**src/rtl/systolic_deskew_pkg.sv**
```systemverilog
`default_nettype none
// +----------------------------------------------------------------------------+
// | systolic_deskew_pkg: shared constants and row type for the TPU deskew path  |
// | Revision: 1.0                                                              |
// +----------------------------------------------------------------------------+
package systolic_deskew_pkg;

    localparam int c_ARRAY_DIM  = 4;
    localparam int c_DEFAULT_DW = 32;

    typedef logic [c_ARRAY_DIM*c_DEFAULT_DW-1:0] row_t;

endpackage : systolic_deskew_pkg
`default_nettype wire

```
**src/rtl/systolic_row_fifo.sv**
```systemverilog
`default_nettype none
// +----------------------------------------------------------------------------+
// | systolic_row_fifo: synchronous row FIFO with sticky overflow, no bypass     |
// | Revision: 1.0                                                              |
// +----------------------------------------------------------------------------+
module systolic_row_fifo
    import systolic_deskew_pkg::*;
#(
    parameter int WIDTH = c_ARRAY_DIM*c_DEFAULT_DW,
    parameter int DEPTH = 4
) (
    input  logic                    i_clk,
    input  logic                    i_rstn,
    input  logic                    i_clr,
    input  logic                    i_push,
    input  logic [WIDTH-1:0]        i_push_data,
    input  logic                    i_pop,
    output logic [WIDTH-1:0]        o_data,
    output logic                    o_valid,
    output logic                    o_full,
    output logic                    o_empty,
    output logic [$clog2(DEPTH):0]  o_count,
    output logic                    o_ovf
);

    localparam int              c_AW      = $clog2(DEPTH);
    localparam logic [c_AW:0]   c_CNT_MAX = (c_AW+1)'(DEPTH);
    localparam logic [c_AW:0]   c_CNT_ONE = (c_AW+1)'(1);
    localparam logic [c_AW-1:0] c_PTR_ONE = c_AW'(1);

    logic [WIDTH-1:0] r_mem [DEPTH];
    logic [c_AW-1:0]  r_wr_ptr;
    logic [c_AW-1:0]  r_rd_ptr;
    logic [c_AW:0]    r_count;
    logic             r_ovf;

    logic w_full;
    logic w_empty;
    logic w_pop;
    logic w_push;

    assign w_full  = (r_count == c_CNT_MAX);
    assign w_empty = (r_count == '0);
    assign w_pop   = i_pop & ~w_empty;
    // A pop in the same cycle frees the slot, so a full FIFO still accepts.
    assign w_push  = i_push & (~w_full | w_pop);

    always_ff @(posedge i_clk or negedge i_rstn) begin
        if (!i_rstn) begin
            r_wr_ptr <= '0;
            r_rd_ptr <= '0;
            r_count  <= '0;
            r_ovf    <= 1'b0;
        end else if (i_clr) begin
            r_wr_ptr <= '0;
            r_rd_ptr <= '0;
            r_count  <= '0;
            r_ovf    <= 1'b0;
        end else begin
            if (w_push) begin
                r_wr_ptr <= r_wr_ptr + c_PTR_ONE;
            end
            if (w_pop) begin
                r_rd_ptr <= r_rd_ptr + c_PTR_ONE;
            end
            unique case ({w_push, w_pop})
                2'b10:   r_count <= r_count + c_CNT_ONE;
                2'b01:   r_count <= r_count - c_CNT_ONE;
                default: ;
            endcase
            if (i_push && !w_push) begin
                r_ovf <= 1'b1;
            end
        end
    end

    always_ff @(posedge i_clk) begin
        if (w_push && !i_clr) begin
            r_mem[r_wr_ptr] <= i_push_data;
        end
    end

    // Gate the read port so the row reads zero when nothing is stored.
    assign o_data  = w_empty ? '0 : r_mem[r_rd_ptr];
    assign o_valid = ~w_empty;
    assign o_full  = w_full;
    assign o_empty = w_empty;
    assign o_count = r_count;
    assign o_ovf   = r_ovf;

endmodule : systolic_row_fifo
`default_nettype wire

```
**src/rtl/systolic_deskew.sv**
```systemverilog
`default_nettype none
// +----------------------------------------------------------------------------+
// | systolic_deskew: realigns skewed 4x4 array column results into rows + FIFO  |
// | Option: SYSTOLIC_DESKEW_ROWCNT_EN adds the 16-bit o_row_cnt pop counter.    |
// | Revision: 1.0                                                              |
// +----------------------------------------------------------------------------+
module systolic_deskew
    import systolic_deskew_pkg::*;
#(
    parameter int DW    = c_DEFAULT_DW,
    parameter int DEPTH = 4
) (
    input  logic                        i_clk,
    input  logic                        i_rstn,
    input  logic                        i_clr,
    input  logic                        i_valid,
    input  logic [DW-1:0]               i_col0,
    input  logic [DW-1:0]               i_col1,
    input  logic [DW-1:0]               i_col2,
    input  logic [DW-1:0]               i_col3,
    output logic                        o_valid,
    input  logic                        i_ready,
    output logic [c_ARRAY_DIM*DW-1:0]   o_row,
    output logic                        o_full,
    output logic                        o_empty,
    output logic [$clog2(DEPTH):0]      o_count,
`ifdef SYSTOLIC_DESKEW_ROWCNT_EN
    output logic [15:0]                 o_row_cnt,
`endif
    output logic                        o_ovf
);

    logic [DW-1:0]               w_col_in [c_ARRAY_DIM];
    logic [c_ARRAY_DIM-2:0]      r_vld;
    logic [c_ARRAY_DIM-1:0]      w_vld_tap;
    logic [c_ARRAY_DIM*DW-1:0]   w_aligned;
    logic                        w_pop;

    assign w_col_in[0] = i_col0;
    assign w_col_in[1] = i_col1;
    assign w_col_in[2] = i_col2;
    assign w_col_in[3] = i_col3;

    // w_vld_tap[m] is the row valid as it was m cycles ago.
    assign w_vld_tap = {r_vld, i_valid};

    always_ff @(posedge i_clk or negedge i_rstn) begin
        if (!i_rstn) begin
            r_vld <= '0;
        end else if (i_clr) begin
            r_vld <= '0;
        end else begin
            r_vld <= {r_vld[c_ARRAY_DIM-3:0], i_valid};
        end
    end

    // Column k waits (c_ARRAY_DIM-1-k) cycles; each stage only loads while its row is valid.
    for (genvar k = 0; k < c_ARRAY_DIM; k++) begin : g_col
        localparam int c_DLY = c_ARRAY_DIM - 1 - k;
        if (c_DLY == 0) begin : g_pass
            assign w_aligned[k*DW +: DW] = w_col_in[k];
        end else begin : g_dly
            logic [DW-1:0] r_line [c_DLY];
            always_ff @(posedge i_clk or negedge i_rstn) begin
                if (!i_rstn) begin
                    for (int j = 0; j < c_DLY; j++) begin
                        r_line[j] <= '0;
                    end
                end else begin
                    if (w_vld_tap[k]) begin
                        r_line[0] <= w_col_in[k];
                    end
                    for (int j = 1; j < c_DLY; j++) begin
                        if (w_vld_tap[k+j]) begin
                            r_line[j] <= r_line[j-1];
                        end
                    end
                end
            end
            assign w_aligned[k*DW +: DW] = r_line[c_DLY-1];
        end
    end

    systolic_row_fifo #(
        .WIDTH (c_ARRAY_DIM*DW),
        .DEPTH (DEPTH)
    ) u_row_fifo (
        .i_clk       (i_clk),
        .i_rstn      (i_rstn),
        .i_clr       (i_clr),
        .i_push      (w_vld_tap[c_ARRAY_DIM-1]),
        .i_push_data (w_aligned),
        .i_pop       (i_ready),
        .o_data      (o_row),
        .o_valid     (o_valid),
        .o_full      (o_full),
        .o_empty     (o_empty),
        .o_count     (o_count),
        .o_ovf       (o_ovf)
    );

    assign w_pop = o_valid & i_ready;

`ifdef SYSTOLIC_DESKEW_ROWCNT_EN
    logic [15:0] r_row_cnt;

    always_ff @(posedge i_clk or negedge i_rstn) begin
        if (!i_rstn) begin
            r_row_cnt <= '0;
        end else if (i_clr) begin
            r_row_cnt <= '0;
        end else if (w_pop) begin
            r_row_cnt <= r_row_cnt + 16'd1;
        end
    end

    assign o_row_cnt = r_row_cnt;
`else
    logic w_unused_pop;
    assign w_unused_pop = w_pop;
`endif

endmodule : systolic_deskew
`default_nettype wire

```
**config.mk**
```make
export PLATFORM = sky130hd
export DESIGN_NAME = systolic_deskew
export DESIGN_NICKNAME = d
export VERILOG_FILES = /design/src/rtl/systolic_deskew_pkg.sv /design/src/rtl/systolic_row_fifo.sv /design/src/rtl/systolic_deskew.sv
export SDC_FILE = /design/constraint.sdc
export NUM_CORES = 1
export LEC_CHECK = 0
export ABC_AREA = 1
export CAP_MARGIN = 20
export CELL_PAD_IN_SITES_DETAIL_PLACEMENT = 2
export CELL_PAD_IN_SITES_GLOBAL_PLACEMENT = 2
export CORE_MARGIN = 1
export CORE_UTILIZATION = 41
export DETAILED_ROUTE_END_ITERATION = 12
export PLACE_DENSITY_LB_ADDON = 0.1
export SETUP_SLACK_MARGIN = 0.02
export SLEW_MARGIN = 25
export SYNTH_ARGS = -nofsm -noshare
export SYNTH_HDL_FRONTEND = slang
export SYNTH_HIERARCHICAL = 1
export SYNTH_SLANG_ARGS = --single-unit
export TNS_END_PERCENT = 5
```
**constraint.sdc**
```tcl
create_clock -name i_clk -period 15.8 [get_ports i_clk]
set_clock_uncertainty 0.15 [all_clocks]
set_input_delay 3.16 -clock i_clk [delete_from_list [all_inputs] [get_ports i_clk]]
set_output_delay 3.16 -clock i_clk [all_outputs]
set_load 0.005 [all_outputs]
```
==> results of run 1 <==
state kept, by name, indices dropped and copies added (netlist names):
register,cells
r_vld,3
u_row_fifo/o_ovf,1
g_col.g_dly.r_line,192
u_row_fifo/o_count,3
u_row_fifo/r_rd_ptr,2
u_row_fifo/r_mem,512
u_row_fifo/r_wr_ptr,2
cell families (layout without fill, tap and decap cells):
logic type | after synthesis | count (layout)
AOI/OAI and AO/OA | 392 | 392
xor gates and xnor gates | 1 | 1
adders and majority gates | 5 | 5
buffers and inverters | 162 | 451
DFF | 715 | 715
and+or+nand+nor | 1122 | 1122
layout by cell type, fill, tap and decap left out, drive strengths merged:
cell type,Yosys,layout
a21oi,131,131
buf,100,26
bufinv,0,1
clkbuf,42,111
clkdlybuf4s50,0,266
clkinv,0,24
clkinvlp,0,1
dfrtp,203,203
edfxtp,512,512
fa,1,1
ha,4,4
inv,20,22
nand2,588,588
nand3,9,9
nand4,2,2
nor2,522,522
nor3,1,1
o21a,1,1
o21ai,260,260
xnor2,1,1
how the worst max path moves through the flow:
| stage | from | end | slack [ps] | cells after the start |
|---|---|---|---|---|
| after floorplan | i_clr | u_row_fifo/r_mem[0][0] | 6070 | 4 |
| after global placement | u_row_fifo/r_rd_ptr[0] | o_row[24] | 8680 | 5 |
| after detailed placement | u_row_fifo/r_rd_ptr[0] | o_row[26] | 8600 | 6 |
| after CTS | u_row_fifo/r_rd_ptr[0] | o_row[27] | 7820 | 6 |
| after global routing | u_row_fifo/r_rd_ptr[0] | o_row[27] | 8030 | 6 |
| final | u_row_fifo/r_rd_ptr[0] | o_row[24] | 8310 | 6 |
per-layer routing:
| metal | wire length (um) | up-vias |
|---|---|---|
| met5 | 0 | - |
| met4 | 2120 | 0 |
| met3 | 3430 | 123 |
| met2 | 43700 | 410 |
| met1 | 34400 | 9791 |
| li1 | - | 8505 |
critical path: cells and delay by family, from the launching register on:
kind	cells	cell delay, ps
buffers and inverters	4	2150
DFF	1	750
AOI/OAI and AO/OA	2	610
power groups by stage:
stage          registers (mW)  clock network, mW  logic, mW
6_report                 2.26               1.71       1.20
5_1_grt                  2.28               1.82       1.31
4_1_cts                  2.26               1.75       1.22
3_5_place_dp             2.30                  0       1.20
3_3_place_gp             2.29                  0       1.14
2_1_floorplan            2.24                  0      0.566
layout make-up:
class                      instances  area [um^2]  area share
clock buffer                     111         2190      0.0658
clock inverter                    28          176     0.00530
inverter                          20         95.1     0.00286
multi-input combinational       1520         6310       0.190
sequential                       715        20500       0.615
tap                              864         1080      0.0325
timing repair buffer             292         2950      0.0887
==> flow_summary.toml, run 1 <==
[outcome]
status = "completed"

[logic_synthesis]
ys_warn_count = 6
synth_nets = 2535
synth_top_family_by_area = "simple AND/OR/NAND/NOR gates"
ys_ff_latch = 715
synth_area_leaders = "edfxtp_1 56%, dfrtp_1 18%, nand2_1 8.0%"
synth-async-reset-ratio = 0.284
synth_edf_count = 512
synth.area.mux_share = 0
synth_fa_ha_area_frac = 0.00253
synth_xor_area_frac = 0.000317
yosys.area_share.simple = 0.153
yosys.area.top_type = "edfxtp_1"
synth.avg_cell_area_um2 = 11.5
synth.top_cell.area_share = 0.556
yosysMostFrequentCell = "nand2_1"
synth.distinct_cells = 25
yosysSeqAreaShare = 0.740
synthTopCellsByCount = "587 x nand2_1, 521 x nor2_1, 512 x edfxtp_1"
synth_compound_area_frac = 0.0711
synth_area_mm2 = 0.0276
synth_cells = 2397
synth_ff_type = "edfxtp_1"

[layout]
nNetsFinal = 2764
nFillCells = 6564
postLayoutCellArea_mm2 = 0.0333
final_core_util = 0.502
synthToLayoutAreaGrowth_pct = 20.3
diodes = 0
stdcell_count = 3550
drive_gt1_frac = 0.0544

[power]
switchingPower_mw = 1.53
internal_power_mw = 3.64
totalPowerFinal_mw = 5.17
p_leak_nw = 12.8
seq_power_share = 0.437
p_sw_frac = 0.297
p_comb_frac = 0.232
p_per_area_mw_per_mm2 = 155
vdd_drop_max_mv = 0.102
p_clk_frac = 0.331

[placed_design]
routabilityCongestion = 0.743
place_area_mm2 = 0.0308
port_buffers = 267
place_inst = 3409
hpwl_um = 47700
pre_cts_ws_ps = 8600

[floorplanning]
die_h_um = 262
start_util = 0.417
io_pins = 268
placeableCoreArea_mm2 = 0.0662
die_area_mm2 = 0.0685
die_w_um = 262
rows = 94

[sta]
rsz0062_at_grt = "no"
slew_violations = 0
setup_slack_ps = 8310
setup_tns_ps = 0
fin_crit_ps = 7490
slew_headroom = 0.308
final-hold-violation-count = 0
setup_violations = 0
fin_hold_ws_ps = 319
period_share = 0.474
fmax_ghz = 0.133
worst_pin_slew_ps = 1040

[global_routing]
grt_use_met2 = 0.447
grt_util_all_layers = 0.248
grt.overflow.total = 0
grt_pass1_vias = 21507
use_met1 = 0.306
antenna_found_initial = 0
grt_first_pass_wirelength_um = 128000
busiest_layer = "met2"
grt_start_max_net_pins = 193
use_met3 = 0.0348

[setup_path]
critPathSlowestCell = "dfrtp_4"
start_kind = "flop"
rrSetupSlack_ps = 12420
timing.rr.start = "u_row_fifo/o_count[1]"
r2r_end = "u_row_fifo/r_mem[1][81]"
critPathMaxFanout = 192
path_class = "reg2out"
cp_cell_sequence = "buf_12 -> clkinv_8 -> buf_4 -> o21ai_0 -> a21oi_1 -> clkdlybuf4s50_1"
crit_required_ps = 12490
crit_arrival_ps = 4180
endpoint_kind = "primary output"
critPathMaxStageDelay_ps = 750
reg2regPathDepth = 8

[worst_hold_path]
hp-class = "reg2reg"
min_from = "g_col[0].g_dly.r_line[75]"
min_to = "g_col[0].g_dly.r_line[75]"
hold_path_depth = 2

[detailed_routing]
drt.antenna.violating_nets = 0
detail_route.wl_per_cell_um = 23.6
detail_route.vias_per_cell = 5.30
drt_drc_violations_left = 0
dr.first_iter.drc_count = 981
vias = 18829
dr.pass1.iters = 5
wirelength_um = 83600

[clock_network]
clockRootBuffer = "clkbuf_16"
cts_made_buffers = 77
post_cts_buffers = 0
tritoncts = "done"
cts_hold_buf = 0
clk_pin_slew_ps = 60
clock_sinks = 715
cts-resized-gates = 0
cts.path.max_buffers = 3
clk-insertion-delay-late_ps = 610
htreeDepth = 3

[job]
max_cap_viol_count = 0
(Power assumes the default switching activity.)
==> inputs of run 2 (changes only) <==
--- a/config.mk
+++ b/config.mk
@@ -10,7 +10,7 @@
 export CELL_PAD_IN_SITES_DETAIL_PLACEMENT = 2
 export CELL_PAD_IN_SITES_GLOBAL_PLACEMENT = 2
 export CORE_MARGIN = 1
-export CORE_UTILIZATION = 41
+export CORE_UTILIZATION = 35
 export DETAILED_ROUTE_END_ITERATION = 12
 export PLACE_DENSITY_LB_ADDON = 0.1
 export SETUP_SLACK_MARGIN = 0.02
==> constraint.sdc (replaced) <==
create_clock -name i_clk -period 6.5 [get_ports i_clk]
set_clock_uncertainty 0.15 [all_clocks]
set_input_delay 1.3 -clock i_clk [delete_from_list [all_inputs] [get_ports i_clk]]
set_output_delay 1.3 -clock i_clk [all_outputs]
set_load 0.005 [all_outputs]
==> run 2 against run 1 <==
Effect of this change: sequential share of layout area shrank 0.79 points; cell count grew 5.1%; largest power group unchanged; register-to-register slack got worse by 9100 ps; final area rose by 1.3%; count of clock-buffer cells in the layout is 6 higher; via count is 1.6% lower.
==> flow_summary.toml, run 2 (synthesis results as in run 1) <==
[layout]
nNetsFinal = 2766
synthToLayoutAreaGrowth_pct = 21.9
reg_top3 = "u_row_fifo/r_mem: 512 flops, g_col.g_dly.r_line: 192 flops"
diodes = 0
drive_gt1_frac = 0.0572
largest_register = "u_row_fifo/r_mem"
final_core_util = 0.433
final_cell_mix = "587 x nand2_1, 517 x nor2_1, 512 x edfxtp_1"
final_common_cell = "nand2_1"
largest_reg_flops = 512

[placed_design]
routabilityCongestion = 0.726
hpwl_um = 46200
pre_cts_ws_ps = 1840
port_buffers = 267

[clock_network]
cts-resized-gates = 0
tritoncts = "done"
post_cts_buffers = 0
clockRootBuffer = "clkbuf_16"
clock_sinks = 715
cts.path.max_buffers = 3
cts_made_buffers = 79
clk-insertion-delay-late_ps = 620
clk_pin_slew_ps = 60
htreeDepth = 3
cts_hold_buf = 0

[floorplanning]
io_pins = 268
die_w_um = 283
die_area_mm2 = 0.0801
die_h_um = 283
rows = 102
start_util = 0.355
placeableCoreArea_mm2 = 0.0778

[power]
totalPowerFinal_mw = 12.8
p_leak_nw = 12.9
p_per_area_mw_per_mm2 = 379
vdd_drop_max_mv = 0.263

[setup_path]
start_kind = "flop"
crit_required_ps = 5050
crit_arrival_ps = 3800
path_class = "reg2out"
timing.rr.start = "u_row_fifo/o_count[0]"
crit_start = "u_row_fifo/r_rd_ptr[1]"
critPathMaxFanout = 55
endpoint_kind = "primary output"

[sta]
fmax_ghz = 0.190
rsz0062_at_grt = "no"
slew_headroom = 0.319
worst_pin_slew_ps = 1020
period_share = 0.808
setup_slack_ps = 1250
setup_violations = 0
fin_crit_ps = 5250
fin_hold_ws_ps = 320
final-hold-violation-count = 0
slew_violations = 0

[detailed_routing]
detail_route.wl_per_cell_um = 21.7
dr.first_iter.drc_count = 837
detail_route.vias_per_cell = 4.97
vias = 18535
dr.pass1.iters = 5
drt.antenna.violating_nets = 0
wirelength_um = 80900
drt_drc_violations_left = 0

[global_routing]
antenna_found_initial = 1
grt_start_max_net_pins = 208
grt_pass1_vias = 20509
grt_first_pass_wirelength_um = 124000
grt.overflow.total = 0
grt_util_all_layers = 0.203

[job]
max_cap_viol_count = 0

[worst_hold_path]
min_from = "g_col[1].g_dly.r_line[38]"
hp-class = "reg2reg"

[outcome]
status = "completed"
run 2: layout make-up:
type,instances,area [um^2]
sequential,715,20500
fill,7926,44200
multi-input combinational,1520,6310
clock buffer,117,2290
tap,1040,1300
inverter,20,97.6
timing repair buffer,292,2980
clock inverter,28,260
run 2: metrics by stage:
step | TNS [ps] | instances | cell area, um^2
2_1_floorplan | -702860 | 2397 | 27600
3_3_place_gp | 0 | 3586 | 31100
3_5_place_dp | 0 | 3586 | 31100
4_1_cts | 0 | 3731 | 33700
5_1_grt | 0 | 3732 | 33700
6_report | 0 | 3732 | 33700
run 2: worst max-delay path: stages (launching register included):
cell             delay (ps)
dfrtp_4                 710
buf_4                   630
buf_4                   790
nor2_1                  130
o21ai_1                 140
a21oi_1                 170
clkdlybuf4s50_1         510
run 2: worst paths after layout:
kind                                              to  slack [ps]  cells past startpoint
hold / removal             g_col[1].g_dly.r_line[38]         320                      2
setup reg to reg             u_row_fifo/r_mem[3][90]        3360                      7
setup / recovery                           o_row[31]        1250                      6
min in group asynchronous  g_col[2].g_dly.r_line[11]         570                      1
hold reg to reg            g_col[1].g_dly.r_line[38]         320                      2
max in group asynchronous                   r_vld[1]        4370                      2
run 2: layer usage:
layer	global-route usage	share of wire	up-vias
li1	-	-	8532
met1	0.254	0.43	9558
met2	0.359	0.51	328
met3	0.0283	0.036	115
met4	0.0656	0.026	2
met5	0	0.00016	-
run 2: power by group:
group	switching (mW)	internal [mW]
combinational	1.64	1.26
sequential	0.259	5.21
clock	1.80	2.60
